## config.mk

```make
export PLATFORM = sky130hd
export DESIGN_NAME = uart_fifo_tx
export DESIGN_NICKNAME = d
export VERILOG_FILES = /design/src/rtl/uart_pkg.sv /design/src/rtl/uart_fifo_tx.sv
export SDC_FILE = /design/constraint.sdc
export NUM_CORES = 1
export LEC_CHECK = 0
export BUFFER_PORTS_ARGS = -buffer_cell sky130_fd_sc_hd__buf_2
export CORE_MARGIN = 2
export CORE_UTILIZATION = 48
export DETAILED_ROUTE_END_ITERATION = 10
export PLACE_DENSITY = 0.78
export SLEW_MARGIN = 20
export SYNTH_ARGS = -nofsm -noshare
export SYNTH_HDL_FRONTEND = slang
export SYNTH_SLANG_ARGS = --single-unit
```

## constraint.sdc

```tcl
create_clock -name clk -period 1.93 [get_ports clk]
set_input_delay 0.193 -clock clk [delete_from_list [all_inputs] [get_ports clk]]
set_output_delay 0.193 -clock clk [all_outputs]
set_load 0.005 [all_outputs]
```

## src/rtl/uart_pkg.sv

```systemverilog
// Shared UART types and default frame constants.
// Used by the TX path (uart_fifo_tx) and its UART-level siblings.
package uart_pkg;

    typedef enum logic [2:0] {
        IDLE,
        START,
        DATA,
        PARITY,
        STOP
    } tx_state_t;

    localparam int UART_DATA_WIDTH = 8;
    localparam int UART_OVERSAMPLE = 16;
    localparam int UART_SB_TICK    = 16;

    function automatic int max_int(input int a, input int b);
        return (a > b) ? a : b;
    endfunction

    // Keeps counters at least 1 bit wide for degenerate parameters.
    function automatic int clog2_min1(input int v);
        return (v < 2) ? 1 : $clog2(v);
    endfunction

endpackage

```

## src/rtl/uart_fifo_tx.sv

```systemverilog
// UART transmitter draining the TX FIFO read side onto the serial pad.
// Optional even-parity bit is compiled in with `define UART_TX_PARITY_EN.
module uart_fifo_tx
    import uart_pkg::*;
#(
    parameter int DATA_WIDTH = UART_DATA_WIDTH,
    parameter int OVERSAMPLE = UART_OVERSAMPLE,
    parameter int SB_TICK    = UART_SB_TICK
) (
    input  logic                  clk,
    input  logic                  reset,
    input  logic                  s_tick,
    input  logic                  fifo_empty,
    input  logic [DATA_WIDTH-1:0] fifo_rd_data,
    output logic                  fifo_rd,
    output logic                  tx,
    output logic                  tx_busy,
    output logic                  tx_done_tick
);

    localparam int TW = clog2_min1(max_int(OVERSAMPLE, SB_TICK));
    localparam int BW = clog2_min1(DATA_WIDTH);
    localparam logic [TW-1:0] OS_LAST  = TW'(OVERSAMPLE - 1);
    localparam logic [TW-1:0] SB_LAST  = TW'(SB_TICK - 1);
    localparam logic [BW-1:0] BIT_LAST = BW'(DATA_WIDTH - 1);

    tx_state_t             state_q, state_d;
    logic [TW-1:0]         tick_q, tick_d;
    logic [BW-1:0]         bit_q, bit_d;
    logic [DATA_WIDTH-1:0] sr_q, sr_d;
    logic                  tx_q, tx_d;
    logic                  done_q, done_d;
`ifdef UART_TX_PARITY_EN
    logic                  par_q, par_d;
`endif

    always_comb begin
        state_d = state_q;
        tick_d  = tick_q;
        bit_d   = bit_q;
        sr_d    = sr_q;
        done_d  = 1'b0;
        fifo_rd = 1'b0;
`ifdef UART_TX_PARITY_EN
        par_d   = par_q;
`endif
        unique case (state_q)
            IDLE: begin
                if (!fifo_empty) begin
                    fifo_rd = 1'b1;
                    sr_d    = fifo_rd_data;
                    tick_d  = '0;
                    bit_d   = '0;
`ifdef UART_TX_PARITY_EN
                    par_d   = ^fifo_rd_data;
`endif
                    state_d = START;
                end
            end
            START: begin
                if (s_tick) begin
                    if (tick_q == OS_LAST) begin
                        tick_d  = '0;
                        state_d = DATA;
                    end else begin
                        tick_d = tick_q + 1'b1;
                    end
                end
            end
            DATA: begin
                if (s_tick) begin
                    if (tick_q == OS_LAST) begin
                        tick_d = '0;
                        sr_d   = sr_q >> 1;
                        bit_d  = bit_q + 1'b1;
                        if (bit_q == BIT_LAST) begin
`ifdef UART_TX_PARITY_EN
                            state_d = PARITY;
`else
                            state_d = STOP;
`endif
                        end
                    end else begin
                        tick_d = tick_q + 1'b1;
                    end
                end
            end
`ifdef UART_TX_PARITY_EN
            PARITY: begin
                if (s_tick) begin
                    if (tick_q == OS_LAST) begin
                        tick_d  = '0;
                        state_d = STOP;
                    end else begin
                        tick_d = tick_q + 1'b1;
                    end
                end
            end
`endif
            STOP: begin
                if (s_tick) begin
                    if (tick_q == SB_LAST) begin
                        tick_d  = '0;
                        done_d  = 1'b1;
                        state_d = IDLE;
                    end else begin
                        tick_d = tick_q + 1'b1;
                    end
                end
            end
            default: state_d = IDLE;
        endcase

        // Line level follows the state being entered, so tx is registered.
        unique case (state_d)
            START:   tx_d = 1'b0;
            DATA:    tx_d = sr_d[0];
`ifdef UART_TX_PARITY_EN
            PARITY:  tx_d = par_d;
`endif
            default: tx_d = 1'b1;
        endcase

        if (reset) fifo_rd = 1'b0;
    end

    always_ff @(posedge clk) begin
        if (reset) begin
            state_q <= IDLE;
            tick_q  <= '0;
            bit_q   <= '0;
            sr_q    <= '0;
            tx_q    <= 1'b1;
            done_q  <= 1'b0;
`ifdef UART_TX_PARITY_EN
            par_q   <= 1'b0;
`endif
        end else begin
            state_q <= state_d;
            tick_q  <= tick_d;
            bit_q   <= bit_d;
            sr_q    <= sr_d;
            tx_q    <= tx_d;
            done_q  <= done_d;
`ifdef UART_TX_PARITY_EN
            par_q   <= par_d;
`endif
        end
    end

    assign tx           = tx_q;
    assign tx_busy      = (state_q != IDLE);
    assign tx_done_tick = done_q;

endmodule

```

# After elaboration in Yosys (flattened, before gate mapping)
# Index checks and enable logic that the tools add are counted.
# totals
regBits	20
out_inout_bits	4
# op_classes
bitwise	2
n_reduce_logical	8
eq_ne	11
add_sub_neg	2
n_mux	26
# op_table
cell	count
$mux 3	11
$mux 8	3
$pmux 8 s2	1
$mux 4	3
$pmux 3 s4	1
$pmux 4 s2	1
$eq 3x1->1 const B	2
$eq 3x2->1 const B	2
$eq 3x3->1 const B	2
$ne 2x2->1 const B	3
$pmux 3 s2	1
$reduce_or 3->1	2
$add 4x1->4 const B	1
$eq 4x4->1 const B	1
$mux 1	4
$reduce_and 4->1	1
$reduce_bool 2->1	2
$add 3x1->3 const B	1
$logic_not 3->1	1
$reduce_and 3->1	1
$reduce_bool 3->1	1
$ne 2x1->1 const B	1
$not 1->1	2
$pmux 1 s2	1

# Logic depth before layout (Yosys ltp)
# logic_depth
ltp_word	7
ltp_mapped	8
depth_no_buf	6

# Least setup slack after synthesis
# OpenSTA, ideal clock, no wires.
# synth_timing
path_kind	flip-flop to flip-flop
start	register tick_q[0]
end	register tx_q, in the netlist tx
synth_period_minus_slack_ns	1.828
slack_ns	0.102
path_stages_with_launch	8
setup_ns	0.120
t_required_ns	1.810
arrival_ns	1.709
path_cell_list	dfxtp_1 -> ha_1 -> and4_1 -> and2_2 -> buf_6 -> nor2_2 -> a211o_1 -> a211o_1
# synth_between
elab_chain_cells	6
elab_cells_between_ends	14
# synth_rtl
element	line	rtl
start: declaration	uart_fifo_tx.sv:28	logic [TW-1:0] tick_q, tick_d;
start signal: assignment	uart_fifo_tx.sv:140	tick_q <= tick_d;
$eq 4x4->1 (*)	uart_fifo_tx.sv:62, uart_fifo_tx.sv:72, uart_fifo_tx.sv:102	
$mux 3, on equally long branches	uart_fifo_tx.sv:102, uart_fifo_tx.sv:62, uart_fifo_tx.sv:72	
$mux 3, on equally long branches	uart_fifo_tx.sv:101, uart_fifo_tx.sv:61, uart_fifo_tx.sv:71	
$pmux 3 s4	uart_fifo_tx.sv:47	unique case (state_q)
$eq 3x2->1 or $eq 3x1->1 (tied branches)	uart_fifo_tx.sv:115	unique case (state_d)
$pmux 1 s2 (*)	uart_fifo_tx.sv:115	
end signal: assignment	uart_fifo_tx.sv:143	tx_q <= tx_d;
end: declaration	uart_fifo_tx.sv:31	logic tx_q, tx_d;
# Mark *: on every way between the ends. The rest lies on a longest branch, timed or not. The select of a mux whose other input is x is not followed.
# A chain may end at the register's enable or synchronous reset.

# Final worst setup path
# Same ends and word-level chain as after synthesis.

==> flow_summary.json <==
{
  "grt_pass1_vias": 722,
  "period_needed_ps": 1850,
  "status": "completed",
  "grtUsageTotal_pct": 16.6,
  "std_cell_rows": 16,
  "die_x_um": 48.4,
  "maxSlewHeadroom_pct": 75.5,
  "drive_gt1_share_pct": 23.6,
  "final_nets": 140,
  "cellPowerDensity_nw_per_um2": 659,
  "rsz0062_at_grt": "false",
  "grt_first_pass_wirelength_um": 3060,
  "syn_nets": 120,
  "startpoint": "tick_q[0]",
  "fin_crit_sh_pct": 95.8,
  "finalSetupViolations": 0,
  "avgSynthCellArea_um2": 9.00,
  "dp_hpwl_um": 1350,
  "die_area_um2": 2340,
  "synth_top_cell_by_area": "dfxtp_1",
  "end_kind": "flip-flop",
  "critPathKind": "flip-flop to flip-flop",
  "tns_ps": 0,
  "dp_slack_ps": 89.1,
  "cp_max_fo": 5,
  "synth-seq-cells": 20,
  "clockRootBuffer": "clkbuf_4",
  "via_per_inst": 5.51,
  "r2r-start": "tick_q[0]",
  "globalRouteOverflowTotal": 0,
  "cts_max_level": 1,
  "setup_slack_ps": 80.8,
  "synthDominantCellAreaShare_pct": 42.4,
  "drt_iter0_markers": 9,
  "leakage_uw": 0.000436,
  "holdBufCountCts": 0,
  "core_area_um2": 1900,
  "hold_viol": 0,
  "peakVddDrop_v": 0.000536,
  "clk-insertion-delay-late_ps": 300,
  "worstPathArrival_ps": 2040,
  "yosysWarnings": 0,
  "antenna_found_initial": 0,
  "routed-via-count": 827,
  "grt_max_degree": 22,
  "synth.area.top_cells": "dfxtp_1, a21oi_1, a22oi_1, ha_1, nand2_1",
  "port_buffers": 15,
  "drcViolationCount": 0,
  "num_antenna_cells": 0,
  "hp-start": "fifo_rd_data[7]",
  "max_slew.worst_pin.slew_ps": 368,
  "drv_cap": 0,
  "cts_setup_buffers": 0,
  "synth_cell_types": 33,
  "fill_cells": 188,
  "cts_buffer_depth": 2,
  "initial_core_util_pct": 49.7,
  "numCtsBuffers": 3,
  "cts_tree": "yes",
  "routedWlPerCell_um": 12.1,
  "cp_data_required_time_ps": 2120,
  "gp_congestion": 0.803,
  "io-pin-count": 16,
  "syn_area_um2": 945,
  "clk_pin_slew_worst_paths_ps": 100,
  "slew_violations": 0,
  "area_growth_pct": 14.4,
  "drt_wl_total_um": 1820,
  "fmax_mhz": 541,
  "cts_resized": 0,
  "critPathLaunchType": "flip-flop",
  "synth_cells": 105,
  "yosysSeqAreaShare_pct": 42.4,
  "die_h_um": 48.4,
  "min_path_type": "primary input to flip-flop",
  "ant_nets": 0,
  "cts_sinks": 20,
  "first_pass_iters": 4,
  "clock_skew_ps": 6.40
}
## power breakdown
group | switching, uW | internal, uW
clock | 118 | 72.7
sequential | 8.18 | 427
combinational | 47.6 | 38.4
total | 174 | 539
## stage by stage
| step | power (uW) | instance area, um^2 | cells | hold WS, ps | utilization [%] |
|---|---|---|---|---|---|
| global route | 750 | 1080 | 150 | 151 | 56.8 |
| CTS | 721 | 1080 | 150 | 137 | 56.8 |
| global placement | 529 | 1060 | 147 | 446 | 55.7 |
| finish | 712 | 1080 | 150 | 139 | 56.8 |
| floorplan | 499 | 945 | 105 | 354 | - |
| detailed placement | 532 | 1060 | 147 | 450 | 55.7 |
## synthesized netlist by cell type
| library cell | n |
|---|---|
| buf_6 | 2 |
| and2_2 | 1 |
| or3_4 | 1 |
| nand4b_1 | 1 |
| a31oi_1 | 1 |
| nor3b_2 | 1 |
| ha_1 | 3 |
| nor3_1 | 1 |
| o211a_1 | 1 |
| dfxtp_1 | 20 |
| mux2i_1 | 1 |
| inv_1 | 1 |
| nor2_1 | 9 |
| nand2_1 | 10 |
| a211o_1 | 2 |
| a22o_1 | 1 |
| nor3b_1 | 3 |
| nor4_1 | 1 |
| xor2_1 | 1 |
| buf_2 | 2 |
| a21oi_1 | 15 |
| nor2_2 | 1 |
| o211ai_1 | 3 |
| nand3_1 | 2 |
| nand4_1 | 1 |
| nand3b_1 | 1 |
| and4_1 | 1 |
| o21ai_0 | 4 |
| nor2b_1 | 1 |
| a22oi_1 | 9 |
| clkbuf_1 | 2 |
| nand2b_1 | 1 |
| nor2_8 | 1 |
## cell usage in the layout (no fill, tap or decap), types with 2 or more instances in the layout
master,instances
o21ai_0,4
dfxtp_1,20
nand2_1,10
nand3_1,2
nor3b_1,3
ha_1,3
clkbuf_4,3
a21oi_1,15
nor2_1,9
buf_2,15
a22oi_1,9
buf_4,6
o211ai_1,3
a211o_1,2
## path summary, 6_finish.rpt
path	endpoint	slack, ps	cells after the start
hold / removal	sr_q[7]	140	3
setup reg to reg	tx	80	6
setup / recovery	tx	80	6
hold reg to reg	sr_q[2]	460	2
## cell type report
class                   count  area (um^2)  share of cell area [%]
multi-input cells          78          500                    46.3
flip-flops and latches     20          400                    37.0
repair buffers             21          120                    11.1
well taps                  27         33.8                    3.12
clock buffers               3         22.5                    2.08
inverters                   1         3.75                   0.347
## cells by family (layout without fill, tap and decap cells)
logic type / count (synthesis) / in the layout / synth area share, %
adders and majority gates: 3 / 3 / 3.97
buffers and inverters: 7 / 25 / 4.64
and+or+nand+nor: 37 / 37 / 22.9
DFF: 20 / 20 / 42.4
xor gates and xnor gates: 1 / 1 / 0.927
AOI/OAI and AO/OA: 36 / 36 / 24.1
muxes: 1 / 1 / 1.06
## metal layers
metal / track usage (%) / part of all wire [%] / vias to the layer above
met2: 26.2 / 45 / 17
met5: 0 / 0 / -
met4: 8.57 / 2.3 / 0
li1: - / - / 425
met1: 21.2 / 49 / 380
met3: 4.01 / 3.7 / 5
## critical path, cell delays in order, from the launching register on
cell,delay (ps)
dfxtp_1,360
ha_1,220
and4_1,210
and2_2,220
a22o_1,190
a211o_1,270
a211o_1,280
## flip-flops by register name, summed over array words and instances (netlist names)
name	cells
sr_q	8
tx	1
tick_q	4
bit_q	3
state_q	3
tx_done_tick	1
No activity file was read; power rests on OpenSTA's default activity.
